### src/rtl/spiflash_pkg.sv
// spiflash_pkg: shared types and constants for the SPI flash word reader.
//   state_t      - controller states
//   CMD_*        - flash opcodes
//   *_BITS       - shift lengths for each transaction phase
//   byte_swap32  - turns an MSB-first byte stream into a little-endian word
package spiflash_pkg;

  typedef enum logic [2:0] {
    INIT,
    GAP,
    IDLE,
    CMD,
    ADDR,
    DATA
  } state_t;

  localparam logic [7:0] CMD_READ = 8'h03;
  localparam logic [7:0] CMD_WAKE = 8'hAB;

  localparam int BIT_CNT_W = 6;
  localparam logic [BIT_CNT_W-1:0] CMD_BITS  = 6'd8;
  localparam logic [BIT_CNT_W-1:0] ADDR_BITS = 6'd24;
  localparam logic [BIT_CNT_W-1:0] DATA_BITS = 6'd32;

  // First received byte sits in [31:24] of the shift register; it must land
  // in [7:0] of the response.
  function automatic logic [31:0] byte_swap32(input logic [31:0] w);
    return {w[7:0], w[15:8], w[23:16], w[31:24]};
  endfunction

endpackage

### src/rtl/spiflash_shifter.sv
// spiflash_shifter: SPI mode-0 bit engine.
//   clk, rst  - system clock, async active-high reset
//   start     - load tx/nbits and begin shifting (also legal on the done cycle,
//               which chains segments without a gap on sck)
//   nbits     - number of bits to shift (1..32)
//   tx        - outgoing bits, left aligned (bit 31 goes first)
//   miso      - serial input, sampled on the edge that raises sck
//   sck, mosi - serial clock / data out; mosi only moves while sck is low
//   busy      - a segment is in progress
//   done      - combinational: the coming clk edge ends the last bit
//   rx        - received bits, first bit ends up in the highest shifted position
module spiflash_shifter
  import spiflash_pkg::*;
#(
  parameter int DIV = 1
) (
  input  logic                 clk,
  input  logic                 rst,
  input  logic                 start,
  input  logic [BIT_CNT_W-1:0] nbits,
  input  logic [31:0]          tx,
  input  logic                 miso,
  output logic                 sck,
  output logic                 mosi,
  output logic                 busy,
  output logic                 done,
  output logic [31:0]          rx
);

  logic [7:0]           div_cnt;
  logic [BIT_CNT_W-1:0] bit_cnt;
  logic [31:0]          sreg;
  logic                 div_end;

  assign div_end = (div_cnt == 8'(DIV - 1));
  assign done    = busy & sck & div_end & (bit_cnt == '0);
  assign mosi    = sreg[31];

  always_ff @(posedge clk or posedge rst) begin
    if (rst) begin
      busy    <= 1'b0;
      sck     <= 1'b0;
      div_cnt <= '0;
      bit_cnt <= '0;
      sreg    <= '0;
      rx      <= '0;
    end else if (start) begin
      // start wins over the final falling edge so back-to-back segments
      // keep an uninterrupted 2*DIV bit cadence
      busy    <= 1'b1;
      sck     <= 1'b0;
      div_cnt <= '0;
      bit_cnt <= nbits - 1'b1;
      sreg    <= tx;
    end else if (busy) begin
      if (div_end) begin
        div_cnt <= '0;
        if (!sck) begin
          sck <= 1'b1;
          rx  <= {rx[30:0], miso};
        end else begin
          sck  <= 1'b0;
          sreg <= {sreg[30:0], 1'b0};
          if (bit_cnt == '0) busy <= 1'b0;
          else bit_cnt <= bit_cnt - 1'b1;
        end
      end else begin
        div_cnt <= div_cnt + 8'd1;
      end
    end
  end

endmodule

### src/rtl/spiflash_reader.sv
// spiflash_reader: reads 32-bit little-endian words from a SPI NOR flash
// with the single-bit 0x03 READ command.
//   clk, rst              - system clock, async active-high reset
//   req_valid/ready/addr  - read request; address is forced word aligned
//   resp_valid/resp_data  - one-cycle response pulse; data held until next one
//   sck, csb              - flash clock and chip select (active low)
//   io_o, io_oe, io_i     - pad buffer: io0 = MOSI, io1 = MISO, io2/io3 held 1
// After reset a 0xAB wake-up byte is sent before the first request is taken.
module spiflash_reader
  import spiflash_pkg::*;
#(
  parameter int DIV    = 1,
  parameter int CS_GAP = 4
) (
  input  logic        clk,
  input  logic        rst,
  input  logic        req_valid,
  output logic        req_ready,
  input  logic [23:0] req_addr,
  output logic        resp_valid,
  output logic [31:0] resp_data,
  output logic        sck,
  output logic        csb,
  output logic [3:0]  io_o,
  output logic [3:0]  io_oe,
  input  logic [3:0]  io_i
);

  state_t      state_q, state_d;
  logic        csb_q, csb_d;
  logic        resp_valid_q, resp_valid_d;
  logic [31:0] resp_data_q, resp_data_d;
  logic [23:0] addr_q, addr_d;
  logic [15:0] gap_cnt_q, gap_cnt_d;

  logic                 sh_start;
  logic [BIT_CNT_W-1:0] sh_nbits;
  logic [31:0]          sh_tx;
  logic                 sh_sck, sh_mosi, sh_busy, sh_done;
  logic [31:0]          sh_rx;

  logic unused_io;
  assign unused_io = ^{io_i[3:2], io_i[0]};

  spiflash_shifter #(.DIV(DIV)) u_shifter (
    .clk   (clk),
    .rst   (rst),
    .start (sh_start),
    .nbits (sh_nbits),
    .tx    (sh_tx),
    .miso  (io_i[1]),
    .sck   (sh_sck),
    .mosi  (sh_mosi),
    .busy  (sh_busy),
    .done  (sh_done),
    .rx    (sh_rx)
  );

  always_ff @(posedge clk or posedge rst) begin
    if (rst) begin
      state_q      <= INIT;
      csb_q        <= 1'b1;
      resp_valid_q <= 1'b0;
      resp_data_q  <= '0;
      addr_q       <= '0;
      gap_cnt_q    <= '0;
    end else begin
      state_q      <= state_d;
      csb_q        <= csb_d;
      resp_valid_q <= resp_valid_d;
      resp_data_q  <= resp_data_d;
      addr_q       <= addr_d;
      gap_cnt_q    <= gap_cnt_d;
    end
  end

  always_comb begin
    state_d      = state_q;
    csb_d        = csb_q;
    resp_valid_d = 1'b0;
    resp_data_d  = resp_data_q;
    addr_d       = addr_q;
    gap_cnt_d    = gap_cnt_q;
    sh_start     = 1'b0;
    sh_nbits     = CMD_BITS;
    sh_tx        = '0;
    case (state_q)
      INIT: begin
        // shifter idle here only on the first cycle after reset release
        if (!sh_busy) begin
          sh_start = 1'b1;
          sh_nbits = CMD_BITS;
          sh_tx    = {CMD_WAKE, 24'h0};
          csb_d    = 1'b0;
        end else if (sh_done) begin
          csb_d     = 1'b1;
          gap_cnt_d = '0;
          state_d   = GAP;
        end
      end
      GAP: begin
        if (gap_cnt_q == 16'(CS_GAP - 1)) state_d = IDLE;
        else gap_cnt_d = gap_cnt_q + 16'd1;
      end
      IDLE: begin
        if (req_valid) begin
          addr_d  = {req_addr[23:2], 2'b00};
          state_d = CMD;
        end
      end
      CMD: begin
        // one setup cycle after acceptance, then csb drops with the first bit
        if (!sh_busy) begin
          sh_start = 1'b1;
          sh_nbits = CMD_BITS;
          sh_tx    = {CMD_READ, 24'h0};
          csb_d    = 1'b0;
        end else if (sh_done) begin
          sh_start = 1'b1;
          sh_nbits = ADDR_BITS;
          sh_tx    = {addr_q, 8'h0};
          state_d  = ADDR;
        end
      end
      ADDR: begin
        if (sh_done) begin
          sh_start = 1'b1;
          sh_nbits = DATA_BITS;
          sh_tx    = '0;
          state_d  = DATA;
        end
      end
      DATA: begin
        if (sh_done) begin
          csb_d        = 1'b1;
          resp_valid_d = 1'b1;
          resp_data_d  = byte_swap32(sh_rx);
          gap_cnt_d    = '0;
          state_d      = GAP;
        end
      end
      default: state_d = INIT;
    endcase
  end

  assign req_ready  = (state_q == IDLE);
  assign resp_valid = resp_valid_q;
  assign resp_data  = resp_data_q;
  assign csb        = csb_q;
  assign sck        = sh_sck;
  // MOSI is forced low whenever the flash is deselected
  assign io_o       = {2'b11, 1'b0, ~csb_q & sh_mosi};
  assign io_oe      = 4'b1101;

endmodule

### config.mk
export PLATFORM = sky130hd
export DESIGN_NAME = spiflash_reader
export DESIGN_NICKNAME = d
export VERILOG_FILES = /design/src/rtl/spiflash_pkg.sv /design/src/rtl/spiflash_shifter.sv /design/src/rtl/spiflash_reader.sv
export SDC_FILE = /design/constraint.sdc
export NUM_CORES = 1
export LEC_CHECK = 0
export ABC_AREA = 1
export BUFFER_PORTS_ARGS = -buffer_cell sky130_fd_sc_hd__buf_4
export CAP_MARGIN = 15
export CORE_MARGIN = 2
export CORE_UTILIZATION = 53
export DETAILED_ROUTE_END_ITERATION = 16
export PLACE_DENSITY = 0.76
export SYNTH_ARGS = -nofsm -noshare
export SYNTH_HDL_FRONTEND = slang
export SYNTH_SLANG_ARGS = --single-unit
### constraint.sdc
create_clock -name clk -period 4.55 [get_ports clk]
set_input_delay 0.91 -clock clk [delete_from_list [all_inputs] [get_ports clk]]
set_output_delay 0.91 -clock clk [all_outputs]
set_load 0.01 [all_outputs]
==> flow_summary.toml, run 1 <==
[global_route]
wire_length_of_the_first_global_routing_pass_um = 21700
grt_overflow = 0
grt_antenna_before_repair = 1
gr-usage-all-layers_pct = 20.7
pin_count_of_the_biggest_net_entering_global_routing = 146
vias_in_the_first_global_route = 4656

[worst_setup_path]
critical_path_data_required_time_ns = 4.86
r2r_start = "u_shifter.div_cnt[1]"
crit_path_end_kind = "register"
critical_path_arrival_ns = 3.27
crit_path_max_fanout = 65
kind_of_critical_path = "register to register"
reg2regPathDepth = 12
reg2reg_slack_ns = 1.59
worstReg2RegEnd = "u_shifter.rx[7]"
cp-start-kind = "register"

[min_path]
timing.hold.worst_endpoint = "resp_data[11]"
min-delay-path-class = "register to register"
timing.hold.worst_path_depth = 2
hp-start = "resp_data[11]"

[route]
postRouteWirelength_um = 12800
vias = 4909
drt_iter0_drc = 319
vias_per_cell = 5.10
routedWlPerCell_um = 13.3
route.detailed.drc = 0
drt_first_pass_iters = 5
antenna_left = 0

[cts]
clock_sink_count = 145
postCtsHoldBufs = 0
post_cts_resized = 0
cts_post_setup_buffers_inserted = 0
cts_tree = "built"
clk_path_buf_depth = 2
insertion_delay_ns = 0.42
clk_pin_slew_worst_paths_ns = 0.06
clockRootBuffer = "clkbuf_16"
num_cts_buffers = 17
cts_max_level = 4

[floorplanning]
die_h_um = 116
placeable_area_um2 = 12100
initial_utilization_pct = 54.7
die_width_um = 116
pin_count = 75
die_area_um2 = 13400
num_rows = 40

[sta]
worst_slew_pin_tran_ns = 0.976
finalHoldViolations = 0
final_critical_path_setup_slack_ns = 1.59
timing.setup.tns_ns = 0
clock-skew-final_ns = 0.00544
report.final.setup_viol = 0
timing.final.crit_share_pct = 65.0
report.final.slew_viol_count = 0
fmax_mhz = 338
max_slew_margin_vs_limit_pct = 34.8
unrepaired_setup_endpoints_after_global_routing = "false"
shortest_clock_period_the_worst_path_allows_after_layout_ns = 2.96

[yosys]
synth-seq-cells = 145
synthesis.area_per_instance_um2 = 9.18
ys_top_cells_by_count = "nand2_1, dfrtp_1, o21ai_0"
post_synth_instance_area_um2 = 6630
post-synth-top-area-cell = "dfrtp_1"
yosysWarnings = 0
seq_area_frac_synth_pct = 54.8
postSynthCellCount = 722
dominant_synthesized_flop_cell = "dfrtp_1"
synth_area_leaders = "dfrtp_1, nand2_1, o21ai_0"
netlist-cell-type-count = 38
number_of_synthesized_flops_with_an_enable_pin = 0
synth_top_area_share_pct = 54.4
synth_async_sr_flop_share_pct = 100
yosys.cell_count.top_type = "nand2_1"

[cells_and_area]
final_net_count = 815
finalCoreUtilization_pct = 64.8
synthToLayoutAreaGrowth_pct = 18.4
drive_gt1_share_pct = 22.8
finish.instance_area_um2 = 7850

[pwr]
power.internal_uw = 3160
peakVddDrop_mv = 0.462
power.density_nw_per_um2 = 619
sw_frac_of_total_pct = 34.9
total_power_uw = 4860
cell_leakage_power_uw = 0.00364
comb_power_share_pct = 29.8
netSwitchingPower_uw = 1690
pwr-share-clk_pct = 32.0
sequentialPowerShare_pct = 38.2

[placement]
routabilityCongestion = 0.876
dp_hpwl_um = 8270
port_buffers = 62
dpl_worst_slack_ns = 1.68
area_after_dpl_um2 = 7170

[outcome]
status = "completed"

[run]
drv_cap = 0
==> per-stage QoR <==
step           std cells  hold WS (ns)
5_1_grt              961         0.510
3_3_place_gp         928         0.465
2_1_floorplan        727         0.448
4_1_cts              960         0.483
3_5_place_dp         928         0.468
6_report             962         0.485
==> area by class of cell <==
class / instances / area, um^2
multi-input cells: 465 / 2500
clock buffers: 20 / 467
inverters: 85 / 328
well taps: 168 / 210
repair buffers: 66 / 508
diodes: 1 / 2.50
fillers: 990 / 4270
clock inverters: 12 / 204
flip-flops and latches: 145 / 3630
==> metal layers <==
metal	vias to the layer above	wire (um)	GRT usage (%)
met5	-	0	0
met4	0	204	8.41
met3	19	547	5.33
met2	112	6210	33.1
met1	2345	5880	27.2
li1	2433	-	-
==> cells in the final DEF (no fill, tap or decap), drive strengths merged <==
cell and n:
a21oi 11, xnor2 1, xor2 13, o31ai 4, buf 66, dfstp 1, or2 1, mux2i 1
a31oi 10, nand2 188, inv 84, nor4 5, clkinv 4, mux2 22, nand4 3, dfrtp 144
nor2 44, bufinv 5, ha 4, clkinvlp 4, clkbuf 20, nor3 10, diode 1, o21ai 115
nand3 23, o22ai 3, conb 7
==> critical path, stage by stage (launching register included) <==
cell     delay, ns
dfrtp_1       0.40
inv_1         0.11
ha_1          0.18
nand3_1       0.10
nor2_1        0.17
nand3_2       0.15
nor2_2        0.19
nor2_4        0.08
nand2_8       0.14
inv_6         0.10
nand2_4       0.09
nand3_4       0.68
o21ai_1       0.42
==> sequential cells by signal (all words and copies together), names as in the netlist, 3 cells and up <==
| register | flops |
|---|---|
| state_q | 3 |
| gap_cnt_q | 16 |
| u_shifter.sreg | 22 |
| u_shifter.rx | 32 |
| resp_data | 32 |
| u_shifter.bit_cnt | 6 |
| addr_q | 22 |
| u_shifter.div_cnt | 8 |
==> worst max path at each step <==
stage / startpoint / endpoint / slack [ns] / depth (start not counted)
after floorplan: rst / addr_q[10] / 1.82 / 1
after global routing: u_shifter.div_cnt[0] / u_shifter.rx[1] / 1.29 / 13
after detailed placement: u_shifter.div_cnt[0] / u_shifter.rx[29] / 1.68 / 13
after global placement: u_shifter.div_cnt[0] / u_shifter.rx[28] / 1.70 / 13
after CTS: u_shifter.div_cnt[1] / u_shifter.rx[7] / 1.58 / 12
final: u_shifter.div_cnt[1] / u_shifter.rx[7] / 1.59 / 12
==> power groups by stage <==
| stage | registers [uW] | logic, uW | clock network, uW |
|---|---|---|---|
| after detailed placement | 1870 | 1450 | 0 |
| after global routing | 1900 | 1660 | 1630 |
| final | 1850 | 1450 | 1550 |
| after floorplan | 1820 | 1220 | 0 |
| after CTS | 1850 | 1460 | 1580 |
| after global placement | 1850 | 1380 | 0 |
==> kinds of logic (layout without fill, tap and decap cells) <==
kind of cell / Yosys count / after routing / share of synthesized area (%)
xor gates and xnor gates: 14 / 14 / 1.85
muxes: 23 / 23 / 3.89
other: 2 / 8 / 0.113
buffers and inverters: 117 / 183 / 7.95
adders and majority gates: 4 / 4 / 0.755
DFF: 145 / 145 / 54.8
and+or+nand+nor: 274 / 274 / 18.1
AOI/OAI and AO/OA: 143 / 143 / 12.6
(Power assumes the default switching activity.)
==> run 2: changes to the inputs <==
--- a/config.mk
+++ b/config.mk
@@ -9,9 +9,9 @@
 export BUFFER_PORTS_ARGS = -buffer_cell sky130_fd_sc_hd__buf_4
 export CAP_MARGIN = 15
 export CORE_MARGIN = 2
-export CORE_UTILIZATION = 53
+export CORE_UTILIZATION = 58
 export DETAILED_ROUTE_END_ITERATION = 16
-export PLACE_DENSITY = 0.76
+export PLACE_DENSITY = 0.79
 export SYNTH_ARGS = -nofsm -noshare
 export SYNTH_HDL_FRONTEND = slang
 export SYNTH_SLANG_ARGS = --single-unit
==> constraint.sdc (replaced) <==
create_clock -name clk -period 3 [get_ports clk]
set_input_delay 0.6 -clock clk [delete_from_list [all_inputs] [get_ports clk]]
set_output_delay 0.6 -clock clk [all_outputs]
set_load 0.01 [all_outputs]
==> flow_summary.toml, run 2 (same netlist as run 1, synthesis figures left out) <==
[floorplanning]
die_width_um = 111
placeable_area_um2 = 11300
die_area_um2 = 12300
initial_utilization_pct = 58.8
num_rows = 39
die_h_um = 111
pin_count = 75

[route]
vias_per_cell = 5.32
antenna_left = 0
routedWlPerCell_um = 13.9
vias = 4974
drt_iter0_drc = 323
drt_first_pass_iters = 5
route.detailed.drc = 0
postRouteWirelength_um = 13000

[cts]
cts_tree = "built"
clk_path_buf_depth = 2
clock_sink_count = 145
insertion_delay_ns = 0.42
clk_pin_slew_worst_paths_ns = 0.06
cts_max_level = 4
postCtsHoldBufs = 0
clockRootBuffer = "clkbuf_16"
post_cts_resized = 0
num_cts_buffers = 17
cts_post_setup_buffers_inserted = 0

[cells_and_area]
leading_cell_type_in_the_layout_fill_and_taps_excluded = "nand2_1"
drive_gt1_share_pct = 22.5
synthToLayoutAreaGrowth_pct = 16.6
fillCellCount = 836
final_net_count = 820
fin_cells = 935
finalCoreUtilization_pct = 68.5
most-common-layout-cells = "nand2_1, dfrtp_1, o21ai_0"
antenna_cells_inserted = 0

[placement]
routabilityCongestion = 0.859
port_buffers = 62
dp_hpwl_um = 8790
dpl_worst_slack_ns = 0.579
placed_cells_incl_taps = 909

[pwr]
peakVddDrop_mv = 0.572
sw_frac_of_total_pct = 36.1
sequentialPowerShare_pct = 39.9
power.density_nw_per_um2 = 911
netSwitchingPower_uw = 2540
power.internal_uw = 4500
comb_power_share_pct = 33.0
pwr-share-clk_pct = 27.0
cell_leakage_power_uw = 0.00360

[sta]
fmax_mhz = 412
final_critical_path_setup_slack_ns = 0.572
finalHoldViolations = 0
timing.final.crit_share_pct = 80.9
shortest_clock_period_the_worst_path_allows_after_layout_ns = 2.43
report.final.setup_viol = 0
unrepaired_setup_endpoints_after_global_routing = "false"
max_slew_margin_vs_limit_pct = 26.0
clock-skew-final_ns = 0.00581
report.final.slew_viol_count = 0
timing.setup.tns_ns = 0
worst_slew_pin_tran_ns = 1.10
hold-worst-slack_ns = 0.234

[worst_setup_path]
critical_path_data_required_time_ns = 3.31
critical_path_arrival_ns = 2.74
largest_incremental_delay_on_the_critical_path_ns = 0.39
cp-start-kind = "register"
worst_path_max_delay_cell = "dfrtp_1"
kind_of_critical_path = "register to register"
crit_path_end_kind = "register"
timing.critical_path.cells = "inv_1, ha_1, nand3_1, nor2_1, nand3_2, nor2_2, nor2_4, nand2_8, inv_6, nand2_4, nand3_4, buf_4, nand2_1, o21ai_2"
crit_path_max_fanout = 19

[global_route]
grt_overflow = 0
gr-usage-all-layers_pct = 22.8
wire_length_of_the_first_global_routing_pass_um = 22500
vias_in_the_first_global_route = 4876
grt_antenna_before_repair = 0
pin_count_of_the_biggest_net_entering_global_routing = 64

[min_path]
min-delay-path-class = "input port to async pin"

[run]
drv_cap = 0

[outcome]
status = "completed"
run 2: cell types whose count changed in the layout (fill, tap and decap cells not counted):
cell,before,now
buf_12,1,3
buf_4,65,68
bufinv_16,5,1
clkbuf_1,0,2
clkbuf_8,3,2
clkinv_2,1,0
clkinv_4,2,1
diode_2,1,0
inv_6,2,1
run 2: power by group through the flow:
stage / combinational [uW] / sequential, uW / clock (uW)
after floorplan: 1850 / 2760 / 0
after global placement: 2200 / 2800 / 0
after detailed placement: 2310 / 2830 / 0
after CTS: 2340 / 2810 / 1930
after global routing: 2630 / 2870 / 2030
final: 2320 / 2810 / 1900
run 2: per-layer routing:
layer	GRT usage (%)	vias to the layer above	wire length [um]
met5	0	-	0
met4	8.75	0	316
met3	6.29	28	623
met2	37.1	126	6300
met1	29.3	2382	5720
li1	-	2438	-
run 2: path summary, 6_finish.rpt:
path / startpoint / slack, ns / depth (start not counted) / to
hold reg to reg: u_shifter.rx[30] / 0.48 / 2 / u_shifter.rx[30]
setup / recovery: u_shifter.div_cnt[0] / 0.57 / 14 / u_shifter.rx[27]
setup reg to reg: u_shifter.div_cnt[0] / 0.57 / 14 / u_shifter.rx[27]
min in group clk: req_addr[14] / 0.41 / 2 / addr_q[14]
max in group asynchronous: rst / 1.95 / 3 / csb
hold / removal: rst / 0.23 / 2 / resp_data[20]
run 2: layout make-up:
class / count / area (um^2) / area share [%]
Multi-Input combinational cell: 465 / 2500 / 32.3
Inverter: 85 / 328 / 4.24
Clock buffer: 21 / 460 / 5.96
Sequential cell: 145 / 3630 / 47.0
Clock inverter: 5 / 61.3 / 0.794
Tap cell: 143 / 179 / 2.32
Timing Repair Buffer: 71 / 571 / 7.38
run 2: worst max-delay path: cells and delay by family (launching register included):
| family | cells | cell delay (ns) |
|---|---|---|
| and+or+nand+nor | 9 | 1.19 |
| buffers and inverters | 3 | 0.50 |
| DFF | 1 | 0.39 |
| adders and majority gates | 1 | 0.19 |
| AOI/OAI and AO/OA | 1 | 0.05 |
run 2: metrics by stage:
stage          cell area [um^2]  power, uW
2_1_floorplan              6650       4610
3_3_place_gp               7200       5010
3_5_place_dp               7200       5140
4_1_cts                    7730       7080
5_1_grt                    7730       7530
6_report                   7730       7030
==> run 3: changes to the inputs <==
==> constraint.sdc (replaced) <==
create_clock -name clk -period 2.45 [get_ports clk]
set_input_delay 0.49 -clock clk [delete_from_list [all_inputs] [get_ports clk]]
set_output_delay 0.49 -clock clk [all_outputs]
set_load 0.01 [all_outputs]
==> flow_summary.toml, run 3 (same netlist as run 1, synthesis figures left out) <==
[outcome]
status = "completed"

[cells_and_area]
most-common-layout-cells = "nand2_1, dfrtp_1, o21ai_0"
drive_gt1_share_pct = 24.0
synthToLayoutAreaGrowth_pct = 19.4
final_net_count = 827
fillCellCount = 840
finalCoreUtilization_pct = 70.2
antenna_cells_inserted = 0
fin_cells = 948
leading_cell_type_in_the_layout_fill_and_taps_excluded = "nand2_1"

[route]
postRouteWirelength_um = 13100
routed_met2_length_um = 6360
drt_first_pass_iters = 7
antenna_left = 0
vias_per_cell = 5.30
route.detailed.drc = 0
vias = 5025
routedWlPerCell_um = 13.8
drt_iter0_drc = 332
met1_length_um = 5720
route.met3.wl_um = 630
routed.top_layer = "met4"

[sta]
max_slew_margin_vs_limit_pct = 41.9
clock-skew-final_ns = 0.00693
timing.final.crit_share_pct = 91.4
report.final.slew_viol_count = 0
finalHoldViolations = 0
worst_slew_pin_tran_ns = 0.864
timing.setup.tns_ns = 0
shortest_clock_period_the_worst_path_allows_after_layout_ns = 2.24
report.final.setup_viol = 0
fmax_mhz = 446

[floorplanning]
num_rows = 39
die_h_um = 111
placeable_area_um2 = 11300
die_area_um2 = 12300
initial_utilization_pct = 58.8
die_width_um = 111
pin_count = 75

[pwr]
cell_leakage_power_uw = 0.00371
power.density_nw_per_um2 = 1150
total_power_uw = 9090
peakVddDrop_mv = 0.841

[worst_setup_path]
r2r_start = "u_shifter.div_cnt[0]"
worst_path_max_delay_cell = "dfrtp_1"
critical_path_arrival_ns = 2.59
critical_path_data_required_time_ns = 2.80
cp-start-kind = "register"
critical_path.startpoint = "u_shifter.div_cnt[0]"
critPathBufInv = 4
largest_incremental_delay_on_the_critical_path_ns = 0.38
critical_path.most_common_cell = "nand2_4"
crit_path_max_fanout = 42
kind_of_critical_path = "register to register"
timing.critical_path.cells = "inv_1, ha_1, nand3_1, nor2_1, nand3_2, nand2_2, nand2_4, nand2_8, inv_6, nand2_4, nand3_4, buf_12, buf_4, o21ai_2"
critPathTopFamily = "simple AND/OR/NAND/NOR gates"
crit_path_end_kind = "register"

[global_route]
vias_in_the_first_global_route = 4999
pin_count_of_the_biggest_net_entering_global_routing = 64
wire_length_of_the_first_global_routing_pass_um = 22700
grt_overflow = 0
grt_antenna_before_repair = 0
gr-usage-all-layers_pct = 22.8

[run]
drv_cap = 0

[cts]
postCtsHoldBufs = 0
clk_path_buf_depth = 2
cts_max_level = 4
num_cts_buffers = 17
clock_sink_count = 145
cts_tree = "built"
clk_pin_slew_worst_paths_ns = 0.06
clockRootBuffer = "clkbuf_16"
insertion_delay_ns = 0.42

[min_path]
min-delay-path-class = "input port to async pin"

[placement]
placed_cells_incl_taps = 915
port_buffers = 62
routabilityCongestion = 0.871
dp_hpwl_um = 8820
run 3: final timing paths:
path                                    endpoint  slack [ns]  cells past startpoint
worst max register to register  u_shifter.rx[23]        0.21                     14
worst min register to register     resp_data[17]        0.48                      2
worst min-delay path                  resp_valid        0.17                      2
min in group clk                      addr_q[12]        0.30                      2
max in group asynchronous          resp_data[14]        1.55                      3
worst max-delay path            u_shifter.rx[23]        0.21                     14
run 3: timing repair:
item	4_1_cts	5_1_grt
endpoints found under the setup margin	0	2
setup buffers	0	1
gates resized for setup	0	3
run 3: stage by stage:
stage | area [um^2] | hold WS [ns] | setup slack (ns)
floorplan | 6650 | 0.448 | 0.142
global placement | 7270 | 0.466 | 0.289
detailed placement | 7270 | 0.470 | 0.219
CTS | 7900 | 0.188 | 0.201
global route | 7920 | 0.208 | -0.000838
finish | 7920 | 0.173 | 0.210
run 3: power breakdown:
part	internal [uW]	switching, uW
clock	1740	991
sequential	3030	412
combinational	1120	1800
run 3: cell type report:
type / count / area [um^2] / area share (%)
sequential: 145 / 3630 / 45.9
multi-input combinational: 465 / 2500 / 31.6
timing repair buffer: 78 / 648 / 8.19
clock buffer: 20 / 447 / 5.64
inverter: 85 / 328 / 4.14
clock inverter: 12 / 179 / 2.26
tap: 143 / 179 / 2.26
run 3: metal layers:
| metal | vias up | track usage, % |
|---|---|---|
| met1 | 2408 | 29.3 |
| li1 | 2464 | - |
| met2 | 125 | 36.3 |
| met3 | 28 | 6.72 |
| met5 | - | 0 |
| met4 | 0 | 9.92 |
